===== src/rtl/pkg_spi_b00.sv =====
// Shared definitions for the SPI mode-0 burst master: control-word field map,
// FSM state encoding and the TX byte source selection.
package pkg_spi_b00;

    localparam int SPI_BYTE_W = 8;

    localparam int SEND_BIT = 0;
    localparam int ALL1_BIT = 1;
    localparam int ALL0_BIT = 2;
    localparam int NTX_LSB  = 3;
    localparam int NTX_MSB  = 12;
    localparam int NRX_LSB  = 16;
    localparam int NRX_MSB  = 25;
    localparam int NTX_W    = NTX_MSB - NTX_LSB + 1;
    localparam int NRX_W    = NRX_MSB - NRX_LSB + 1;

    typedef enum logic [2:0] {
        IDLE,
        LOAD,
        LATCH,
        SHIFT,
        STORE,
        DONE
    } state_t;

    // all_1s has priority over all_0s; otherwise the buffer byte is sent
    function automatic logic [SPI_BYTE_W-1:0] tx_select(
        input logic                  all1,
        input logic                  all0,
        input logic [SPI_BYTE_W-1:0] rd
    );
        if (all1) begin
            return '1;
        end else if (all0) begin
            return '0;
        end
        return rd;
    endfunction

endpackage


===== src/rtl/module_spi_sclk_gen.sv =====
// SCLK generator: toggles sclk every CLK_DIV enabled cycles and flags the
// cycle whose closing edge produces a rising or falling SCLK transition.
module module_spi_sclk_gen #(
    parameter int CLK_DIV = 4
) (
    input  logic clk,
    input  logic srst,
    input  logic en,
    output logic sclk,
    output logic rise_stb,
    output logic fall_stb
);

    localparam int CNT_W = (CLK_DIV > 1) ? $clog2(CLK_DIV) : 1;

    logic [CNT_W-1:0] cnt_reg;
    logic             sclk_reg;
    logic             tick;

    assign tick     = en && (cnt_reg == CNT_W'(CLK_DIV - 1));
    assign rise_stb = tick && !sclk_reg;
    assign fall_stb = tick && sclk_reg;
    assign sclk     = sclk_reg;

    always_ff @(posedge clk) begin
        if (srst || !en) begin
            cnt_reg  <= '0;
            sclk_reg <= 1'b0;
        end else if (tick) begin
            cnt_reg  <= '0;
            sclk_reg <= ~sclk_reg;
        end else begin
            cnt_reg  <= cnt_reg + 1'b1;
        end
    end

endmodule


===== src/rtl/module_spi_master_b00.sv =====
// SPI mode-0 burst master: streams n_tx_end+1 bytes from the data buffer,
// writes each received byte back in place and updates the control word.
module module_spi_master_b00 #(
    parameter int DATA_WIDTH = 32,
    parameter int ADDR_W     = 10,
    parameter int CLK_DIV    = 4
) (
    input  logic                  clk_i,
    input  logic                  rst_i,
    input  logic [DATA_WIDTH-1:0] ctrl_i,
    output logic                  ctrl_wr_o,
    output logic [DATA_WIDTH-1:0] ctrl_o,
    output logic [ADDR_W-1:0]     data_addr_o,
    input  logic [DATA_WIDTH-1:0] data_rd_i,
    output logic                  data_wr_o,
    output logic [DATA_WIDTH-1:0] data_o,
    output logic                  sclk_o,
    output logic                  mosi_o,
    input  logic                  miso_i,
    output logic                  cs_n_o,
    output logic                  busy_o
);

    import pkg_spi_b00::*;

    state_t                  state_reg, state_next;
    logic [ADDR_W-1:0]       idx_reg, idx_next;
    logic [ADDR_W-1:0]       ntx_end_reg, ntx_end_next;
    logic [SPI_BYTE_W-1:0]   tx_reg, tx_next;
    logic [SPI_BYTE_W-1:0]   rx_reg, rx_next;
    logic [2:0]              bit_cnt_reg, bit_cnt_next;
    logic                    cs_n_reg, cs_n_next;
    logic [NRX_W-1:0]        n_rx_reg, n_rx_next;
    logic [DATA_WIDTH-1:0]   ctrl_word;
    logic                    ctrl_wr;
    logic                    data_wr;
    logic                    sclk_en;
    logic                    rise_stb;
    logic                    fall_stb;
    logic                    unused_rd_bits;

    assign unused_rd_bits = ^data_rd_i[DATA_WIDTH-1:SPI_BYTE_W];

    assign sclk_en = (state_reg == SHIFT);

    module_spi_sclk_gen #(
        .CLK_DIV (CLK_DIV)
    ) u_sclk_gen (
        .clk      (clk_i),
        .srst     (rst_i),
        .en       (sclk_en),
        .sclk     (sclk_o),
        .rise_stb (rise_stb),
        .fall_stb (fall_stb)
    );

    always_ff @(posedge clk_i) begin
        if (rst_i) begin
            state_reg   <= IDLE;
            idx_reg     <= '0;
            ntx_end_reg <= '0;
            tx_reg      <= '0;
            rx_reg      <= '0;
            bit_cnt_reg <= '0;
            cs_n_reg    <= 1'b1;
            n_rx_reg    <= '0;
        end else begin
            state_reg   <= state_next;
            idx_reg     <= idx_next;
            ntx_end_reg <= ntx_end_next;
            tx_reg      <= tx_next;
            rx_reg      <= rx_next;
            bit_cnt_reg <= bit_cnt_next;
            cs_n_reg    <= cs_n_next;
            n_rx_reg    <= n_rx_next;
        end
    end

    always_comb begin
        state_next   = state_reg;
        idx_next     = idx_reg;
        ntx_end_next = ntx_end_reg;
        tx_next      = tx_reg;
        rx_next      = rx_reg;
        bit_cnt_next = bit_cnt_reg;
        cs_n_next    = cs_n_reg;
        n_rx_next    = n_rx_reg;
        ctrl_word    = '0;
        ctrl_wr      = 1'b0;
        data_wr      = 1'b0;

        case (state_reg)
            IDLE: begin
                if (ctrl_i[SEND_BIT]) begin
                    state_next   = LOAD;
                    idx_next     = '0;
                    n_rx_next    = '0;
                    ntx_end_next = ADDR_W'(ctrl_i[NTX_MSB:NTX_LSB]);
                end
            end
            LOAD: begin
                // chip select drops one cycle ahead of the first MOSI bit
                cs_n_next  = 1'b0;
                state_next = LATCH;
            end
            LATCH: begin
                tx_next      = tx_select(ctrl_i[ALL1_BIT], ctrl_i[ALL0_BIT],
                                         data_rd_i[SPI_BYTE_W-1:0]);
                bit_cnt_next = '0;
                state_next   = SHIFT;
            end
            SHIFT: begin
                if (rise_stb) begin
                    rx_next = {rx_reg[SPI_BYTE_W-2:0], miso_i};
                end
                if (fall_stb) begin
                    tx_next      = {tx_reg[SPI_BYTE_W-2:0], 1'b0};
                    bit_cnt_next = bit_cnt_reg + 1'b1;
                    if (bit_cnt_reg == 3'd7) begin
                        state_next = STORE;
                    end
                end
            end
            STORE: begin
                data_wr   = 1'b1;
                ctrl_wr   = 1'b1;
                n_rx_next = NRX_W'(idx_reg + 1'b1);
                ctrl_word = ctrl_i;
                ctrl_word[NRX_MSB:NRX_LSB] = n_rx_next;
                if (idx_reg == ntx_end_reg) begin
                    cs_n_next  = 1'b1;
                    state_next = DONE;
                end else begin
                    idx_next   = idx_reg + 1'b1;
                    state_next = LOAD;
                end
            end
            DONE: begin
                ctrl_wr   = 1'b1;
                ctrl_word = ctrl_i;
                ctrl_word[NRX_MSB:NRX_LSB] = n_rx_reg;
                ctrl_word[SEND_BIT] = 1'b0;
                state_next = IDLE;
            end
            default: begin
                state_next = IDLE;
            end
        endcase
    end

    assign ctrl_o      = ctrl_word;
    assign ctrl_wr_o   = ctrl_wr;
    assign data_wr_o   = data_wr;
    assign data_addr_o = idx_reg;
    assign data_o      = {{(DATA_WIDTH - SPI_BYTE_W){1'b0}}, rx_reg};
    assign mosi_o      = tx_reg[SPI_BYTE_W-1];
    assign cs_n_o      = cs_n_reg;
    assign busy_o      = (state_reg != IDLE);

endmodule


===== config.mk =====
export PLATFORM = sky130hd
export DESIGN_NAME = module_spi_master_b00
export DESIGN_NICKNAME = d
export VERILOG_FILES = /design/src/rtl/pkg_spi_b00.sv /design/src/rtl/module_spi_sclk_gen.sv /design/src/rtl/module_spi_master_b00.sv
export SDC_FILE = /design/constraint.sdc
export NUM_CORES = 1
export LEC_CHECK = 0
export CAP_MARGIN = 15
export CORE_UTILIZATION = 42
export CTS_CLUSTER_SIZE = 16
export DETAILED_ROUTE_END_ITERATION = 12
export PLACE_DENSITY = 0.82
export SYNTH_ARGS = -nofsm -noshare
export SYNTH_HDL_FRONTEND = slang
export SYNTH_SLANG_ARGS = --single-unit

===== constraint.sdc =====
create_clock -name clk_i -period 2.8 [get_ports clk_i]
set_input_delay 0.7 -clock clk_i [delete_from_list [all_inputs] [get_ports clk_i]]
set_output_delay 0.7 -clock clk_i [all_outputs]
set_load 0.02 [all_outputs]

[Word-level counts from Yosys, hierarchy flattened]
Cells that the tools add are included.
Cells by class
  add/sub/neg operators: 3
  equal/unequal tests: 13
  multiplexer cells: 24
  bitwise logic cells: 1
  reductions and logical operators: 20
Operator list (number)
  case mux 32 bit (2 select lines): 1
  case mux 10 bit (2 select lines): 2
  two-way mux 8 bit: 4
  two-way mux 10 bit: 2
  case mux 8 bit (2 select lines): 1
  two-way mux 3 bit: 5
  case mux 3 bit (5 select lines): 1
  adder 10 x 1 -> 10 bit (second input constant): 1
  equality test 10 bit: 1
  inequality test 2 bit (second input constant): 5
  AND reduction 2 bit: 5
  equality test 3 bit (second input constant): 3
  equality test 3 x 2 -> 1 bit (second input constant): 2
  two-way mux 1 bit: 6
  case mux 3 bit (2 select lines): 1
  AND reduction 3 bit: 2
  nonzero test 2 bit: 3
  OR reduction 2 bit: 2
  adder 3 x 1 -> 3 bit (second input constant): 1
  equality test 3 x 1 -> 1 bit (second input constant): 1
  logical AND 1 bit: 3
  zero test 3 bit: 1
  nonzero test 3 bit: 1
  adder 2 x 1 -> 2 bit (second input constant): 1
  5 further kinds: 6
Word-level totals
  flip-flop bits (word level): 56
  output and inout port bits: 80
  logic and storage cells: 71

[Logic depth before layout (Yosys ltp)]
Gate-level depths: netlist (run 1).
  word-level depth: 5
  gate-level depth with buffers: 9

[By module]
A second synthesis (run 1) with hierarchy kept.
Unflattened totals
  cell total of the unflattened synthesis: 387
  area, all modules: 2936.6 um^2
Modules (own cells, without submodules)
  module_spi_master_b00: times used 1, cells each 375, area an instance 2819.0 um^2, sequential area each 1061.0 um^2
  module_spi_sclk_gen: times used 1, cells each 12, area an instance 117.6 um^2, sequential area each 60.1 um^2

[Worst setup path before layout (run 1)]
OpenSTA, ideal clock, no wires.
  path type: register to output
  start point: register idx_reg[2], in the netlist data_addr_o[2]
  end point: output ctrl_o[25]
  arrival time: 1.604 ns
  path slack: 0.496 ns
  cell stages (with the launch flop): 7
  buffers on the path: 1
  cell sequence: dfxtp_1 > clkbuf_1 > nand3_1 > nor3_1 > xor2_1 > nand2_1 > nand2_1
Between the ends
  longest elaborated chain between the ends: 2
RTL lines
  start: declaration: RTL line module_spi_master_b00.sv:27  | logic [ADDR_W-1:0] idx_reg, idx_next;
  start signal: assignment: RTL line module_spi_master_b00.sv:69  | idx_reg <= idx_next;
  adder 10 x 1 -> 10 bit: RTL line module_spi_master_b00.sv:127  | n_rx_next = NRX_W'(idx_reg + 1'b1);
  case mux 32 bit (2 select lines): RTL line module_spi_master_b00.sv:92  | case (state_reg)
  end: declaration: RTL line module_spi_master_b00.sv:12  | output logic [DATA_WIDTH-1:0] ctrl_o,
No other way between the ends.

[Worst setup path after layout (run 1)]
  start point: register state_reg[1]
  end point: output data_wr_o
Between the ends
  longest elaborated chain between the ends: 2
RTL lines
  start: declaration: RTL line module_spi_master_b00.sv:26  | state_t state_reg, state_next;
  start signal: assignment: RTL line module_spi_master_b00.sv:68  | state_reg <= state_next;
  equality test 3 bit: RTL line module_spi_master_b00.sv:92
  two-way mux 1 bit: RTL line module_spi_master_b00.sv:92
  end: declaration: RTL line module_spi_master_b00.sv:15  | output logic data_wr_o,
No other way between the ends.

==> results of run 1 <==
## cell families (layout without fill, tap and decap cells)
family	count (synthesis)	in the layout	share of synthesized area [%]
buf+inv	53	124	10.96
simple gates	146	146	23.77
flops	56	56	37.76
fa+ha+maj	4	4	1.686
mux	8	8	2.697
other cells	1	24	0.1263
xor+xnor	15	15	4.425
compound gates	85	85	18.58
## where the power goes
group	switching (uW)	internal [uW]	total [uW]	leakage, uW
Clock	261	201	462	0.0000434
Combinational	132	86.1	218	0.00120
Sequential	16.8	820	837	0.000455
## critical path: stages, from the launching register on
cell	delay, ps
dfxtp_1	400
or3b_4	470
inv_2	160
clkdlybuf4s50_1	630
## path summary, 6_finish.rpt
kind | endpoint
max reg2reg | data_addr_o[5]
min | u_sclk_gen.cnt_reg[0]
max | data_wr_o
min reg2reg | u_sclk_gen.cnt_reg[0]
## final cells by class
cell class / instances / share of cell area, %
clock buffer: 6 / 2.041
tap: 96 / 2.969
multi-input combinational: 282 / 40.27
sequential: 56 / 27.78
clock inverter: 2 / 0.3712
inverter: 5 / 0.4640
timing repair buffer: 111 / 26.11
## Yosys cell counts (5+ instances only)
| cell type | number |
|---|---|
| a211oi_1 | 8 |
| a21o_1 | 5 |
| a21oi_1 | 39 |
| a21oi_2 | 7 |
| and2_1 | 23 |
| buf_4 | 25 |
| clkbuf_1 | 17 |
| dfxtp_1 | 56 |
| mux2i_1 | 8 |
| nand2_1 | 45 |
| nand3_1 | 9 |
| nor2_1 | 39 |
| nor3_1 | 10 |
| o21a_1 | 5 |
| o21ai_2 | 7 |
| or3_1 | 5 |
| xor2_1 | 13 |
## per-layer routing
layer / global-route usage, % / share of wire (%) / vias to the layer above
met5: 0 / 0 / -
met2: 34.78 / 50 / 89
met1: 23.33 / 43 / 1294
li1: - / - / 1388
met4: 5.152 / 0.87 / 0
met3: 4.331 / 6.4 / 8
## per-stage QoR
step	std cells	power, uW	util (%)
2_1_floorplan	391	1011	-
3_3_place_gp	550	1067	57.90
3_5_place_dp	550	1073	57.90
4_1_cts	558	1531	59.43
5_1_grt	558	1588	59.54
6_report	558	1517	59.54
## timing repair
item / CTS / global route
setup endpoints to repair: 10 / 2
pin swaps: 0 / 0
resized for setup: 15 / 4
==> reports/metrics.cfg, run 1 <==
[critical_path]
path_max_fanout=8
worstSetupPathType=flop to output port
r2r_slack_ps=600
cp_data_arrival_time_ps=1960
critPathCaptureType=output port
critPathRequiredTime_ps=2100
timing.rr.start=state_reg[1]
r2r.worst_path.cells=7
crit_start=state_reg[1]
start_kind=flop

[cells_and_area]
final_common_cell=clkdlybuf4s50_1
areaGrowthSynthToFinish_pct=36.24
design.final.nets=532
seq_area_um2=1124
fin_area_um2=4045
final_cell_mix=clkdlybuf4s50_1, dfxtp_1, nand2_1
drive_gt1_share_pct=12.12
multiInputGateArea_um2=1629
antenna-diode-count=0
fillers=610

[clocking]
clock-sinks=56
clockRootBuffer=clkbuf_8
cts_hold_repair.buffers=0
cts_buffers=5
clk_latency_ps=310
cts_tree=yes
cts_max_path_buffers=2
htree_levels=2
clkTransAtPathRegs_ps=100
cts_setup_buffers=0

[place]
port-buffer-count=88
hpwl_mm=5.214
dpl_cell_area_um2=3934
gp_congestion=0.8237
place_ws_ps=104.6

[timing]
finalHoldViolations=0
worst_pin_slew_ps=566.3
relSlewSlack_pct=62.25
period_minus_slack_ps=2662
setup_viol=0
fmax_mhz=375.7
rsz0062_at_grt=no
slew_viol_final=0
fin_ws_ps=138.1
hold_ws_ps=440.3
clock_skew_ps=6.241
setup_tns_ps=0
fin_crit_sh_pct=95.07

[route]
wl_mm=7.044
first_iter_violations=167
num_vias=2779
antenna_left=0
wire_per_inst_um=12.62
drc=0
drt_pass1_iterations=4
via_per_inst=4.980

[floorplan]
num_io_pins=147
rows=30
die_h_um=86.08
initial_core_util_pct=43.70
core_um2=6794
die_x_um=86.08
dieArea_um2=7410

[worst_hold_path]
min_path_cells=1
hp-start=u_sclk_gen.cnt_reg[0]
hold_class=flop to flop

[synthesis]
synth_area_per_cell_um2=8.068
synthesis.area_um2=2969
synth-seq-cells=56
seq_area_frac_synth_pct=37.76
synth_area_leader_cell=dfxtp_1
synth_cells=368
synth_ff_type=dfxtp_1
synth_edf_count=0
synth_cell_types=46
synth.top_cell.area_share_pct=37.76
ys_warn_count=0
netlist_top_cells_area=dfxtp_1, a21oi_1, buf_4, nand2_1, nor2_1
synthArstFlopShare_pct=0

[power]
power_leakage_uw=0.001698
power.density_nw_per_um2=375.0
peakVddDrop_v=0.0003472

[outcome]
outcome=finished, final reports clean

[global_routing]
grt_start_max_net_pins=31
grt_usage_pct=19.42
grt_pass1_wl_mm=11.62
grt_overflow=0
antenna_found_initial=0
grt_pass1_vias=2547

[flow_run]
drv_cap=0

Note: power is estimated with default switching activity, not from simulation.
==> run 2, diff against run 1 <==
--- a/config.mk
+++ b/config.mk
@@ -10,6 +10,7 @@
 export CTS_CLUSTER_SIZE = 16
 export DETAILED_ROUTE_END_ITERATION = 12
 export PLACE_DENSITY = 0.82
+export SLEW_MARGIN = 20
 export SYNTH_ARGS = -nofsm -noshare
 export SYNTH_HDL_FRONTEND = slang
 export SYNTH_SLANG_ARGS = --single-unit
==> results of run 2 <==
No change in the layout: final DEF, timing and power equal those of run 1.
==> run 3, diff against run 2 <==
--- a/config.mk
+++ b/config.mk
@@ -5,11 +5,13 @@
 export SDC_FILE = /design/constraint.sdc
 export NUM_CORES = 1
 export LEC_CHECK = 0
+export ABC_AREA = 1
 export CAP_MARGIN = 15
+export CORE_ASPECT_RATIO = 1.4
 export CORE_UTILIZATION = 42
 export CTS_CLUSTER_SIZE = 16
 export DETAILED_ROUTE_END_ITERATION = 12
-export PLACE_DENSITY = 0.82
+export PLACE_DENSITY_LB_ADDON = 0.1
 export SLEW_MARGIN = 20
 export SYNTH_ARGS = -nofsm -noshare
 export SYNTH_HDL_FRONTEND = slang
==> run 3 against run 2 <==
Net effect: register-to-register slack better by 390 ps; critical path depth increased by 6; synthesized area increased by 3.8%; worst setup slack gained 17 ps; non-clock buffer count shrank 6; combinational power increased to 4.0 times the previous value; worst hold slack got worse by 17 ps; largest cell class unchanged; highest routed layer unchanged.
==> reports/metrics.cfg, run 3 <==
[timing]
finalHoldViolations=0
period_minus_slack_ps=2645
slew_viol_final=0
worst_pin_slew_ps=711.8
fmax_mhz=378.0
setup_viol=0
setup_tns_ps=0
rsz0062_at_grt=no
clock_skew_ps=7.072
relSlewSlack_pct=52.37
fin_crit_sh_pct=94.48

[synthesis]
seq_area_frac_synth_pct=36.38
synth_area_leader_cell=dfxtp_1
synthArstFlopShare_pct=0
netlist_top_cells_area=dfxtp_1, nand2_1, nor2_1, inv_1, a21oi_1
synth_edf_count=0
synth_cells=472
synthesis.area_um2=3082
synth_area_per_cell_um2=6.529
ys_warn_count=0
synth_cell_types=28
synth_ff_type=dfxtp_1
synth-seq-cells=56
synthTopCellsByCount=nand2_1, nor2_1, inv_1
synth_most_common_cell=nand2_1
synth.top_cell.area_share_pct=36.38

[place]
gp_congestion=0.8135
hpwl_mm=5.639
port-buffer-count=88

[worst_hold_path]
min_to=u_sclk_gen.cnt_reg[0]
hold_class=flop to flop
min_path_cells=1
hp-start=u_sclk_gen.cnt_reg[0]

[floorplan]
dieArea_um2=7689
num_io_pins=147
die_h_um=103.4
core_um2=7027
die_x_um=74.40
rows=36
initial_core_util_pct=43.86

[cells_and_area]
final_common_cell=nand2_1
areaGrowthSynthToFinish_pct=33.33
utilization_pct=58.48
final_cell_mix=nand2_1, nor2_1, inv_1
drive_gt1_share_pct=9.700
antenna-diode-count=0
design.final.nets=638

[critical_path]
cp_top_family=buffers and inverters
cp_data_arrival_time_ps=1950
worstSetupPathType=flop to output port
timing.rr.start=u_sclk_gen.cnt_reg[0]
path_buf_inv=4
crit_slowest_cell=dfxtp_1
start_kind=flop
critPathCaptureType=output port
r2r.worst_path.cells=9
path_max_fanout=10
critPathMaxStageDelay_ps=370
critPathRequiredTime_ps=2100
r2r_end=tx_reg[2]
r2r_slack_ps=990
path_cells=inv_2 > nand2_2 > nor2_2 > buf_4 > nand2_1 > nor2_1 > inv_1 > o21ai_0 > dlygate4sd2_1

[clocking]
cts_buffers=5
cts_hold_repair.buffers=0
htree_levels=2
clk_latency_ps=310
cts_max_path_buffers=2
clock-sinks=56
clockRootBuffer=clkbuf_8
clkTransAtPathRegs_ps=100
cts_tree=yes

[route]
first_iter_violations=141
drt_pass1_iterations=4
via_per_inst=4.642
drc=0
wl_mm=7.654
wire_per_inst_um=11.56
num_vias=3073
antenna_left=0

[power]
p_switching_uw=865.2
combPwrFrac_pct=37.9
p_int_uw=1436
power.share.clock_pct=19.9
power.density_nw_per_um2=560.2
power_leakage_uw=0.002009
swShare_pct=37.59
power_frac_seq_pct=42.2
peakVddDrop_v=0.0002865

[global_routing]
grt_pass1_vias=2740
grt_start_max_net_pins=40
grt_usage_pct=20.71
grt_overflow=0
grt_pass1_wl_mm=12.47
antenna_found_initial=0

[flow_run]
drv_cap=0

[outcome]
outcome=finished, final reports clean

-- run 3: cell types whose count changed after synthesis, sizes merged, moves of 5 or more --
cell / before / now
clkbuf: 17 / 8
nand2: 45 / 89
o21ai: 12 / 46
a211oi: 8 / 1
xor2: 13 / 1
nor2: 39 / 84
a21o: 5 / 0
or3: 5 / 0
inv: 5 / 71
and2: 23 / 0
mux2i: 8 / 0
nand3: 9 / 25
nor3: 10 / 1
o21a: 5 / 0
-- run 3: power by group through the flow --
stage	sequential (uW)	combinational (uW)	clock, uW
after floorplan	1030	548	0
after CTS	970	878	472
after global routing	985	980	499
final	971	872	459
after detailed placement	986	875	0
after global placement	983	866	0
-- run 3: cell families (layout without fill, tap and decap cells) --
logic type      Yosys count  after routing  synth area share, %
other cells               1             24               0.1217
fa+ha+maj                 4              4                1.624
flops                    56             56                36.38
compound gates           92             92                15.10
buf+inv                 114            186                18.15
simple gates            203            203                28.06
xor+xnor                  2              2               0.5685
-- run 3: final cells by class --
type                       instances  area [um2]
timing repair inverter             2       15.01
sequential                        56        1125
clock buffer                       6       82.58
inverter                          72       274.0
clock inverter                     1       8.758
timing repair buffer             105       989.7
fill                             747        2918
multi-input combinational        325        1495
tap                               95       118.9
-- run 3: worst max path at each step --
stage	from	endpoint	slack [ps]	cells after the start
floorplan	state_reg[0]	ctrl_o[10]	590	9
global placement	data_addr_o[1]	ctrl_o[24]	120	8
detailed placement	data_addr_o[1]	ctrl_o[24]	70	8
CTS	data_addr_o[1]	ctrl_o[20]	2	7
global route	data_addr_o[1]	ctrl_o[24]	10	8
finish	state_reg[0]	ctrl_o[23]	150	9
-- run 3: routing by layer --
metal,up-vias,GRT usage (%),wire (um)
met1,1381,23.83,3170
met5,-,0,0
met4,0,5.806,97
li1,1606,-,-
met2,76,38.39,4046
met3,10,3.779,340
-- run 3: per-stage QoR --
step	instance area [um2]	std cells	worst slack [ps]	hold slack, ps	total power (uW)
finish	4109	662	154.7	423.2	2302
global route	4109	662	11.78	464.8	2464
CTS	4091	662	1.568	427.9	2320
detailed placement	3991	651	71.57	412.8	1861
global placement	3991	651	115.3	407.0	1848
floorplan	3168	495	587.4	398.3	1573
-- run 3: what timing repair did --
action	4_1_cts	5_1_grt
endpoints found under the setup margin	27	6
cloned	2	0
setup buffers	2	0
resized for setup	32	9
